<file path="src/rtl/dlx_bus_pkg.sv">
// Constants shared across the DLX byte bus: lane width, default receive
// depth and the pointer-width helper used by the byte FIFOs and the arbiter.
package dlx_bus_pkg;

  localparam int BYTE_W                = 8;
  localparam int RX_FIFO_DEPTH_DEFAULT = 4;

  // Index width for a power-of-two depth; never below 1 bit.
  function automatic int ptr_w(input int depth);
    return (depth <= 2) ? 1 : $clog2(depth);
  endfunction

endpackage

</file>
<file path="src/rtl/fifo_ptr.sv">
// Wrapping FIFO pointer: advances by one on inc and wraps modulo 2**PW.
module fifo_ptr #(
  parameter int PW = 2
) (
  input  logic          clk,
  input  logic          rst,
  input  logic          inc,
  output logic [PW-1:0] ptr
);

  always_ff @(posedge clk or posedge rst) begin
    if (rst)      ptr <= '0;
    else if (inc) ptr <= ptr + PW'(1);
  end

endmodule

</file>
<file path="src/rtl/byte_rx_fifo.sv">
// Byte receive FIFO for the DLX bus: first-word fall-through head, count,
// full and a sticky overflow flag that records dropped bytes.
module byte_rx_fifo
  import dlx_bus_pkg::*;
#(
  parameter int DEPTH = RX_FIFO_DEPTH_DEFAULT,
  parameter int W     = BYTE_W,
  parameter int CW    = $clog2(DEPTH + 1)
) (
  input  logic          CLK,
  input  logic          RESET,
  input  logic [W-1:0]  I,
  input  logic          STB,
  input  logic          RD,
  input  logic          CLR_OVF,
  output logic [W-1:0]  O,
  output logic          VALID,
  output logic          FULL,
  output logic [CW-1:0] COUNT,
  output logic          OVF
);

  localparam int PW = ptr_w(DEPTH);

  logic [DEPTH-1:0][W-1:0] mem;
  logic [PW-1:0]           wr_ptr, rd_ptr;
  logic [CW-1:0]           count, count_nxt;
  logic                    ovf_q, ovf_nxt;
  logic                    empty, full;
  logic                    pop_acc, wr_acc, ovf_set;

  assign empty   = (count == '0);
  assign full    = (count == CW'(DEPTH));

  // A pop frees a slot in the same cycle, so a full FIFO can still accept.
  assign pop_acc = RD && !empty;
  assign wr_acc  = STB && (!full || pop_acc);
  assign ovf_set = STB && full && !pop_acc;

  fifo_ptr #(.PW(PW)) u_wr_ptr (
    .clk (CLK),
    .rst (RESET),
    .inc (wr_acc),
    .ptr (wr_ptr)
  );

  fifo_ptr #(.PW(PW)) u_rd_ptr (
    .clk (CLK),
    .rst (RESET),
    .inc (pop_acc),
    .ptr (rd_ptr)
  );

  // Storage needs no reset; the count gates everything that reads it.
  always_ff @(posedge CLK) begin
    if (wr_acc) mem[wr_ptr] <= I;
  end

  always_comb begin
    count_nxt = count + CW'(wr_acc) - CW'(pop_acc);
    ovf_nxt   = ovf_q;
    if (ovf_set)      ovf_nxt = 1'b1;
    else if (CLR_OVF) ovf_nxt = 1'b0;
  end

  always_ff @(posedge CLK or posedge RESET) begin
    if (RESET) begin
      count <= '0;
      ovf_q <= 1'b0;
    end else begin
      count <= count_nxt;
      ovf_q <= ovf_nxt;
    end
  end

  assign O     = empty ? '0 : mem[rd_ptr];
  assign VALID = !empty;
  assign FULL  = full;
  assign COUNT = count;
  assign OVF   = ovf_q;

endmodule

</file>
<file path="config.mk">
export PLATFORM = sky130hd
export DESIGN_NAME = byte_rx_fifo
export DESIGN_NICKNAME = d
export VERILOG_FILES = /design/src/rtl/dlx_bus_pkg.sv /design/src/rtl/fifo_ptr.sv /design/src/rtl/byte_rx_fifo.sv
export SDC_FILE = /design/constraint.sdc
export NUM_CORES = 1
export LEC_CHECK = 0
export ABC_AREA = 1
export BUFFER_PORTS_ARGS = -buffer_cell sky130_fd_sc_hd__buf_4
export CORE_MARGIN = 2
export CORE_UTILIZATION = 35
export CTS_CLUSTER_SIZE = 12
export DETAILED_ROUTE_END_ITERATION = 6
export GPL_ROUTABILITY_DRIVEN = 0
export GPL_TIMING_DRIVEN = 0
export PLACE_DENSITY = 0.57
export SLEW_MARGIN = 10
export SYNTH_ARGS = -nofsm -noshare
export SYNTH_HDL_FRONTEND = slang
export SYNTH_SLANG_ARGS = --single-unit
</file>
<file path="constraint.sdc">
create_clock -name CLK -period 2.26 [get_ports CLK]
set_clock_uncertainty 0.2 [all_clocks]
set_input_delay 0.452 -clock CLK [delete_from_list [all_inputs] [get_ports CLK]]
set_output_delay 0.452 -clock CLK [all_outputs]
set_load 0.1 [all_outputs]
</file>
# [Yosys cells after proc, flatten, opt, wreduce, memory -nomap -nowiden]
# Cells that the tools add are included.
# W data, S select, Z words.
[word_totals] regBits=40 output_inout_bits=14 elab_cells=35
[op_classes] addsub=4 order_cmp=3 n_eq_ne=1 mux=8 reduce_logical=11
[op_table] operator="$bwmux W32" n=1
[op_table] operator="$mux W8" n=3
[op_table] operator="$bmux W8 S2" n=1
[op_table] operator="$demux W8 S2" n=1
[op_table] operator="$lt A2 B3 Y1 const B" n=2
[op_table] operator="$logic_and A1 B1 Y1" n=5
[op_table] operator="$add A2 B1 Y2 const B" n=2
[op_table] operator="$add A3 B1 Y3" n=1
[op_table] operator="$eq A3 B3 Y1 const B" n=1
[op_table] operator="$logic_not A1 Y1" n=3
[op_table] operator="$logic_not A3 Y1" n=1
[op_table] operator="$sub A3 B1 Y3" n=1
[op_table] operator="$ge A2 B1 Y1 const B" n=1
[op_table] operator="$mux W1" n=2
[op_table] operator="$reduce_bool A2 Y1" n=1
[op_table] operator="$logic_or A1 B1 Y1" n=1

# [Logic depth before layout (Yosys ltp)]
# Gate-level depths: netlist of the first run.
[depth] word_depth=7 depth_mapped=9 ltp_nobuf=9

# [Hierarchy]
# From an unflattened synthesis of the first run, not the netlist that was laid out.
[unflattened] cells_unflattened=185 area_unflattened_um2=1834.3
[modules_own_cells] module="byte_rx_fifo" n_inst=1 cells_each=163 area_per_inst_um2=1659.1 seq_area_each_um2=1061.0
[modules_own_cells] module="fifo_ptr" n_inst=2 cells_each=11 area_per_inst_um2=87.6 seq_area_each_um2=50.0

# [Worst setup path before layout of the first run]
# No wires, ideal clock.
[synth_path] path_type="reg-to-output" start="reg count[1] (netlist: COUNT[1])" end="out O[0]" t_arrival_ps=3624 t_required_ps=1608 setup_slack_ps=-2016 stages_incl_launch_ff=5 path_buffers=0 cell_sequence="dfrtp_1 > nor2_1 > nand2_1 > inv_1 > a21oi_1"
[synth_between] elab_chain_cells=2
[synth_rtl] item="from (decl)" line_no="byte_rx_fifo.sv:27" source="logic [CW-1:0] count, count_nxt;"
[synth_rtl] item="from (signal assigned)" line_no="byte_rx_fifo.sv:71" source="count <= count_nxt;"
[synth_rtl] item="$logic_not A3 Y1" line_no="byte_rx_fifo.sv:32" source="assign empty = (count == '0);"
[synth_rtl] item="$mux W8" line_no="byte_rx_fifo.sv:76" source="assign O = empty ? '0 : mem[rd_ptr];"
[synth_rtl] item="to (decl)" line_no="byte_rx_fifo.sv:16" source="output logic [W-1:0] O,"
# Every way passes these cells.

# [Worst setup path after layout of the first run]
[layout_path] start="reg count[0] (netlist: COUNT[0])" end="out O[5]"
# The elaborated chain is that of the path after synthesis.

==> results.json, run 1 <==
{
  "hold_violations": 0,
  "slowest_delay_ns": 0.51,
  "vias": 1262,
  "track_usage_pct": 13.68,
  "crit_path_end_kind": "output pin",
  "cp.required_ns": 1.61,
  "viasPerCell": 4.293,
  "clk-insertion-delay-late_ns": 0.29,
  "fmax_ghz": 0.4536,
  "synth_area_um2": 1854,
  "place_hpwl_um": 2384,
  "postRouteAntennaNets": 0,
  "syn_nets": 204,
  "min_period_ns": 2.204,
  "fin_util_pct": 50.15,
  "drc": 0,
  "first_pass_iters": 4,
  "final_net_count": 243,
  "die_area_um2": 5896,
  "chipWidth_um": 76.79,
  "hold_class": "in2reg",
  "clk_pin_slew_ns": 0.08,
  "drive_gt1_share_pct": 31.25,
  "cts_tree": "built",
  "syn-instance-count": 184,
  "ys_warn_count": 0,
  "port_buffers": 26,
  "final_cell_mix": "inv_1 (46), nand2_1 (42), edfxtp_1 (32)",
  "htree_levels": 2,
  "cp_slowest_cell": "dfrtp_4",
  "rsz0062_at_grt": "yes",
  "start_util_pct": 36.31,
  "coreArea_um2": 5107,
  "cts_buffers": 5,
  "timing.hold.ws_ns": 0.1491,
  "gr-total-overflow": 0,
  "dieHeight_um": 76.79,
  "final_common_cell": "inv_1",
  "drt_iter0_markers": 83,
  "wl_per_cell_um": 12.22,
  "cp_top_family": "flip-flops",
  "critPathBufInv": 3,
  "synth-seq-cells": 40,
  "syn_to_final_growth_pct": 38.12,
  "slew_headroom_pct": 37.52,
  "cap_violations": 0,
  "antenna_found_initial": 0,
  "row_count": 26,
  "critPathKind": "reg2out",
  "path_common_cell": "buf_12",
  "ys_types": 17,
  "grt_pass1_vias": 1245,
  "grt_max_degree": 15,
  "io_pins": 27,
  "cp.arrival_ns": 1.55,
  "diodes": 0,
  "wl_um": 3592,
  "cts_max_path_buffers": 2,
  "tightest_slew_ns": 0.9338,
  "ys_seq_area_share_pct": 62.62,
  "outcome": "complete, no violations",
  "synth.avg_cell_area_um2": 10.08,
  "report.final.slew_viol_count": 0,
  "cp_max_fo": 8,
  "ctsRootBufferMaster": "clkbuf_8",
  "startpoint_type": "flip-flop",
  "cp_cell_sequence": "nor2_4, nand2_8, clkinvlp_4, buf_12, a21oi_4, buf_12",
  "setup_viol": 0,
  "grt_pass1_wl_um": 5968,
  "cts.sinks": 40,
  "finalCritPeriodShare_pct": 97.54
}
[cells in the mapped netlist (all sizes together)]
| master | instances | area [µm²] |
|---|---|---|
| inv | 49 | 186.4 |
| nand2 | 46 | 175.2 |
| edfxtp | 32 | 960.9 |
| nand3 | 20 | 105.1 |
| a21oi | 8 | 43.79 |
| dfrtp | 8 | 200.2 |
| ha | 6 | 75.07 |
| nor2 | 6 | 22.52 |
| buf | 4 | 37.53 |
| o21ai | 2 | 10.01 |
| xnor2 | 2 | 17.52 |
| fa | 1 | 20.02 |
[final cells by class]
type,instances,area (µm²)
Clock buffer,5,68.82
Sequential cell,40,1172
Clock inverter,3,46.29
Buffer,3,30.03
Timing Repair Buffer,33,344.1
Inverter,49,192.7
Fill cell,472,2546
Multi-Input combinational cell,91,619.3
Tap cell,70,87.58
[sequential cells by signal, summed over array words and instances, names as in the netlist]
name / count
mem: 32
OVF: 1
COUNT: 3
u_rd_ptr.ptr: 2
u_wr_ptr.ptr: 2
[path summary, 6_finish.rpt]
path | from | slack [ns] | cells after the start | to
max | COUNT[0] | 0.06 | 6 | O[5]
min | CLR_OVF | 0.15 | 2 | OVF
max reg2reg | COUNT[0] | 0.07 | 9 | COUNT[2]
min reg2reg | OVF | 0.33 | 2 | OVF
max in group asynchronous | RESET | 1.11 | 3 | COUNT[0]
min in group asynchronous | RESET | 0.47 | 3 | COUNT[2]
[layer usage]
layer / wire length [µm] / GRT usage [%]
met1: 1558 / 16.17
met2: 1849 / 23.25
met3: 114 / 2.588
met4: 70 / 7.818
met5: 0 / 0
[repair_timing]
item | 4_1_cts | 5_1_grt
pin swaps | 0 | 8
setup endpoints to repair | 8 | 10
hold endpoints to repair | 8 | 0
buffers inserted | 1 | 5
hold buffers | 1 | 0
resized for setup | 12 | 18
[cells by family after synthesis]
family	count (synthesis)	synth area share, %
adders and majority gates	7	5.128
xor gates and xnor gates	2	0.9448
and+or+nand+nor	72	16.33
buffers and inverters	53	12.08
DFF	40	62.62
AOI/OAI and AO/OA	10	2.901
[worst reg2reg max path, stage by stage (launching register included)]
cell and delay (ns):
dfrtp_4 0.51, nor2_4 0.20, nand2_8 0.08, nand2_4 0.07, inv_1 0.05, ha_1 0.26
inv_1 0.04, ha_2 0.17, fa_2 0.37, xnor2_2 0.13
[metrics by stage]
stage	setup slack (ns)	area, µm²	std cells	setup TNS (ns)
2_1_floorplan	-0.2788	1984	184	-2.654
3_3_place_gp	0.01819	2267	280	0
3_5_place_dp	0.001097	2267	280	0
4_1_cts	0.002126	2459	290	0
5_1_grt	-0.01908	2561	294	-0.02754
6_report	0.05554	2561	294	0
Power of run 1 is left out: the tool's default activity adds up to more than one toggle a clock period on the data nets, which glitch-free logic cannot reach.
==> run 2: changes to the inputs <==
--- a/config.mk
+++ b/config.mk
@@ -5,7 +5,6 @@
 export SDC_FILE = /design/constraint.sdc
 export NUM_CORES = 1
 export LEC_CHECK = 0
-export ABC_AREA = 1
 export BUFFER_PORTS_ARGS = -buffer_cell sky130_fd_sc_hd__buf_4
 export CORE_MARGIN = 2
 export CORE_UTILIZATION = 35
@@ -13,7 +12,7 @@
 export DETAILED_ROUTE_END_ITERATION = 6
 export GPL_ROUTABILITY_DRIVEN = 0
 export GPL_TIMING_DRIVEN = 0
-export PLACE_DENSITY = 0.57
+export PLACE_DENSITY = 0.58
 export SLEW_MARGIN = 10
 export SYNTH_ARGS = -nofsm -noshare
 export SYNTH_HDL_FRONTEND = slang
==> run 2 against run 1 <==
  * The run now ends with setup timing left
  * Worst setup slack worse by 0.22 ns
  * First-iteration DRC count up 1.2%
  * Via count down 30%
  * Routed wire length down 17%
  * Synthesized cell count down 50%
  * Non-clock buffer count unchanged
  * Clock-buffer cell count unchanged
  * Sequential share of layout area up 4.1 points
  * Cell count down 36%
  * Flip-flop and latch count unchanged
  * Critical path type unchanged
  * Critical endpoint is now O[3]
==> results.json, run 2 <==
{
  "slowest_delay_ns": 0.49,
  "antenna_found_initial": 0,
  "critPathBufInv": 3,
  "final_net_count": 152,
  "synth_ff_type": "edfxtp_1",
  "cp_top_family": "simple AND/OR/NAND/NOR gates",
  "wl_um": 2972,
  "io_pins": 27,
  "clk_pin_slew_ns": 0.08,
  "cp_max_fo": 10,
  "syn-instance-count": 92,
  "ys_types": 18,
  "dieHeight_um": 73.21,
  "netlist_top_cells_area": "edfxtp_1 (57%), dfrtp_1 (12%), mux4_2 (11%)",
  "final_common_cell": "edfxtp_1",
  "rsz0062_at_grt": "yes",
  "die_area_um2": 5360,
  "chipWidth_um": 73.21,
  "synth.avg_cell_area_um2": 18.22,
  "startpoint_type": "flip-flop",
  "synth_top_family_by_area": "multiplexers",
  "hold_violations": 0,
  "vias": 878,
  "synth_top_area_share_pct": 57.31,
  "report.final.slew_viol_count": 0,
  "yosysMostFrequentCell": "edfxtp_1",
  "grt_max_degree": 14,
  "largest_reg_flops": 32,
  "place_hpwl_um": 1972,
  "wl_per_cell_um": 15.89,
  "drive_gt1_share_pct": 59.40,
  "final_cell_mix": "edfxtp_1 (32), buf_4 (22), buf_12 (11)",
  "cts_max_path_buffers": 2,
  "syn_to_final_growth_pct": 40.45,
  "cap_violations": 0,
  "regMostFlops": "mem",
  "synth_top_area_cell": "edfxtp_1",
  "track_usage_pct": 12.13,
  "ys_seq_area_share_pct": 69.25,
  "diodes": 0,
  "violations": "setup timing",
  "ys_top_cells_by_count": "edfxtp_1 (32), inv_1 (10), and2_1 (9), dfrtp_1 (8), mux4_2 (8)",
  "tightest_slew_ns": 0.4384,
  "setup_viol": 11,
  "htree_levels": 2,
  "gr-total-overflow": 0,
  "cp.required_ns": 1.61,
  "port_buffers": 26,
  "clk-insertion-delay-late_ns": 0.29,
  "synthMuxAreaShare_pct": 11.64,
  "fin_ws_ns": -0.1643,
  "drc": 0,
  "row_count": 25,
  "synth_fa_ha_area_share_pct": 5.672,
  "viasPerCell": 4.695,
  "postRouteAntennaNets": 0,
  "synth_simple_gate_area_share_pct": 6.418,
  "min_period_ns": 2.424,
  "synth_xor_area_share_pct": 2.612,
  "start_util_pct": 35.97,
  "hold_class": "in2reg",
  "coreArea_um2": 4661,
  "synth-seq-cells": 40,
  "synth_compound_area_share_pct": 1.418,
  "cts_buffers": 5,
  "ctsRootBufferMaster": "clkbuf_8",
  "ys_warn_count": 0,
  "syn_nets": 112,
  "first_pass_iters": 3,
  "cp.arrival_ns": 1.77,
  "cts_tree": "built",
  "critPathKind": "reg2out",
  "drt_iter0_markers": 84,
  "grt_pass1_vias": 918,
  "cp_slowest_cell": "dfrtp_4",
  "fmax_ghz": 0.4125,
  "synth-async-reset-ratio_pct": 20.00,
  "timing.hold.ws_ns": 0.1443,
  "outcome": "finished with violations",
  "slew_headroom_pct": 70.77,
  "synth-edff-count": 32,
  "crit_path_end_kind": "output pin",
  "cp_cell_sequence": "or3_4, buf_4, buf_8, and2_4, buf_12",
  "fillerInstances": 391,
  "grt_pass1_wl_um": 4540,
  "finalCritPeriodShare_pct": 107.3,
  "synth_area_um2": 1677,
  "cts.sinks": 40
}
-- run 2: metal layers --
layer / GRT usage, % / routed length, µm / vias to the layer above / share of wire [%]
met5: 0 / 0 / - / 0
met4: 4.938 / 45 / 0 / 1.5
met3: 4.696 / 119 / 5 / 4.0
met2: 20.62 / 1538 / 17 / 52
met1: 13.59 / 1269 / 442 / 43
li1: - / - / 414 / -
-- run 2: final timing paths --
kind	to	start	cells after the start	slack, ns
setup / recovery	O[3]	COUNT[2]	5	-0.16
hold / removal	OVF	CLR_OVF	2	0.14
setup reg to reg	COUNT[2]	COUNT[0]	9	-0.15
hold reg to reg	OVF	OVF	2	0.34
max in group asynchronous	COUNT[2]	RESET	3	1.11
min in group asynchronous	COUNT[0]	RESET	3	0.48
-- run 2: layout make-up --
class,instances,area (µm²),share of cell area [%]
sequential,40,1174,49.84
clock inverter,3,42.54,1.807
clock buffer,5,68.82,2.922
buffer,2,35.03,1.488
timing repair buffer,34,400.4,17.00
inverter,10,37.54,1.594
multi-input combinational,39,529.3,22.48
tap,54,67.56,2.869
-- run 2: kinds of logic (layout without fill, tap and decap cells) --
| family | after synthesis | count (layout) |
|---|---|---|
| DFF | 40 | 40 |
| and+or+nand+nor | 16 | 16 |
| buffers and inverters | 13 | 54 |
| muxes | 9 | 9 |
| adders and majority gates | 7 | 7 |
| xor gates and xnor gates | 5 | 5 |
| AOI/OAI and AO/OA | 2 | 2 |
-- run 2: what timing repair did --
| item | in CTS | in global routing |
|---|---|---|
| pin swaps | 4 | 3 |
| hold endpoints to repair | 8 | 0 |
| resized for setup | 15 | 24 |
| buffers inserted | 4 | 2 |
| cloned | 0 | 1 |
| endpoints found under the setup margin | 11 | 12 |
| hold buffers | 1 | 0 |
-- run 2: per-stage QoR --
step / setup TNS [ns] / utilization (%) / instance area [µm²] / worst slack [ns] / cells
finish: -1.495 / 50.52 / 2355 / -0.1643 / 187
global route: -2.046 / 50.52 / 2355 / -0.2630 / 187
CTS: -1.288 / 47.68 / 2222 / -0.1775 / 184
detailed placement: -0.2380 / 43.30 / 2018 / -0.1849 / 172
global placement: -0.1962 / 43.30 / 2018 / -0.1596 / 172
floorplan: -1.007 / - / 1755 / -0.3037 / 92
Power of run 2 is left out for the same reason.
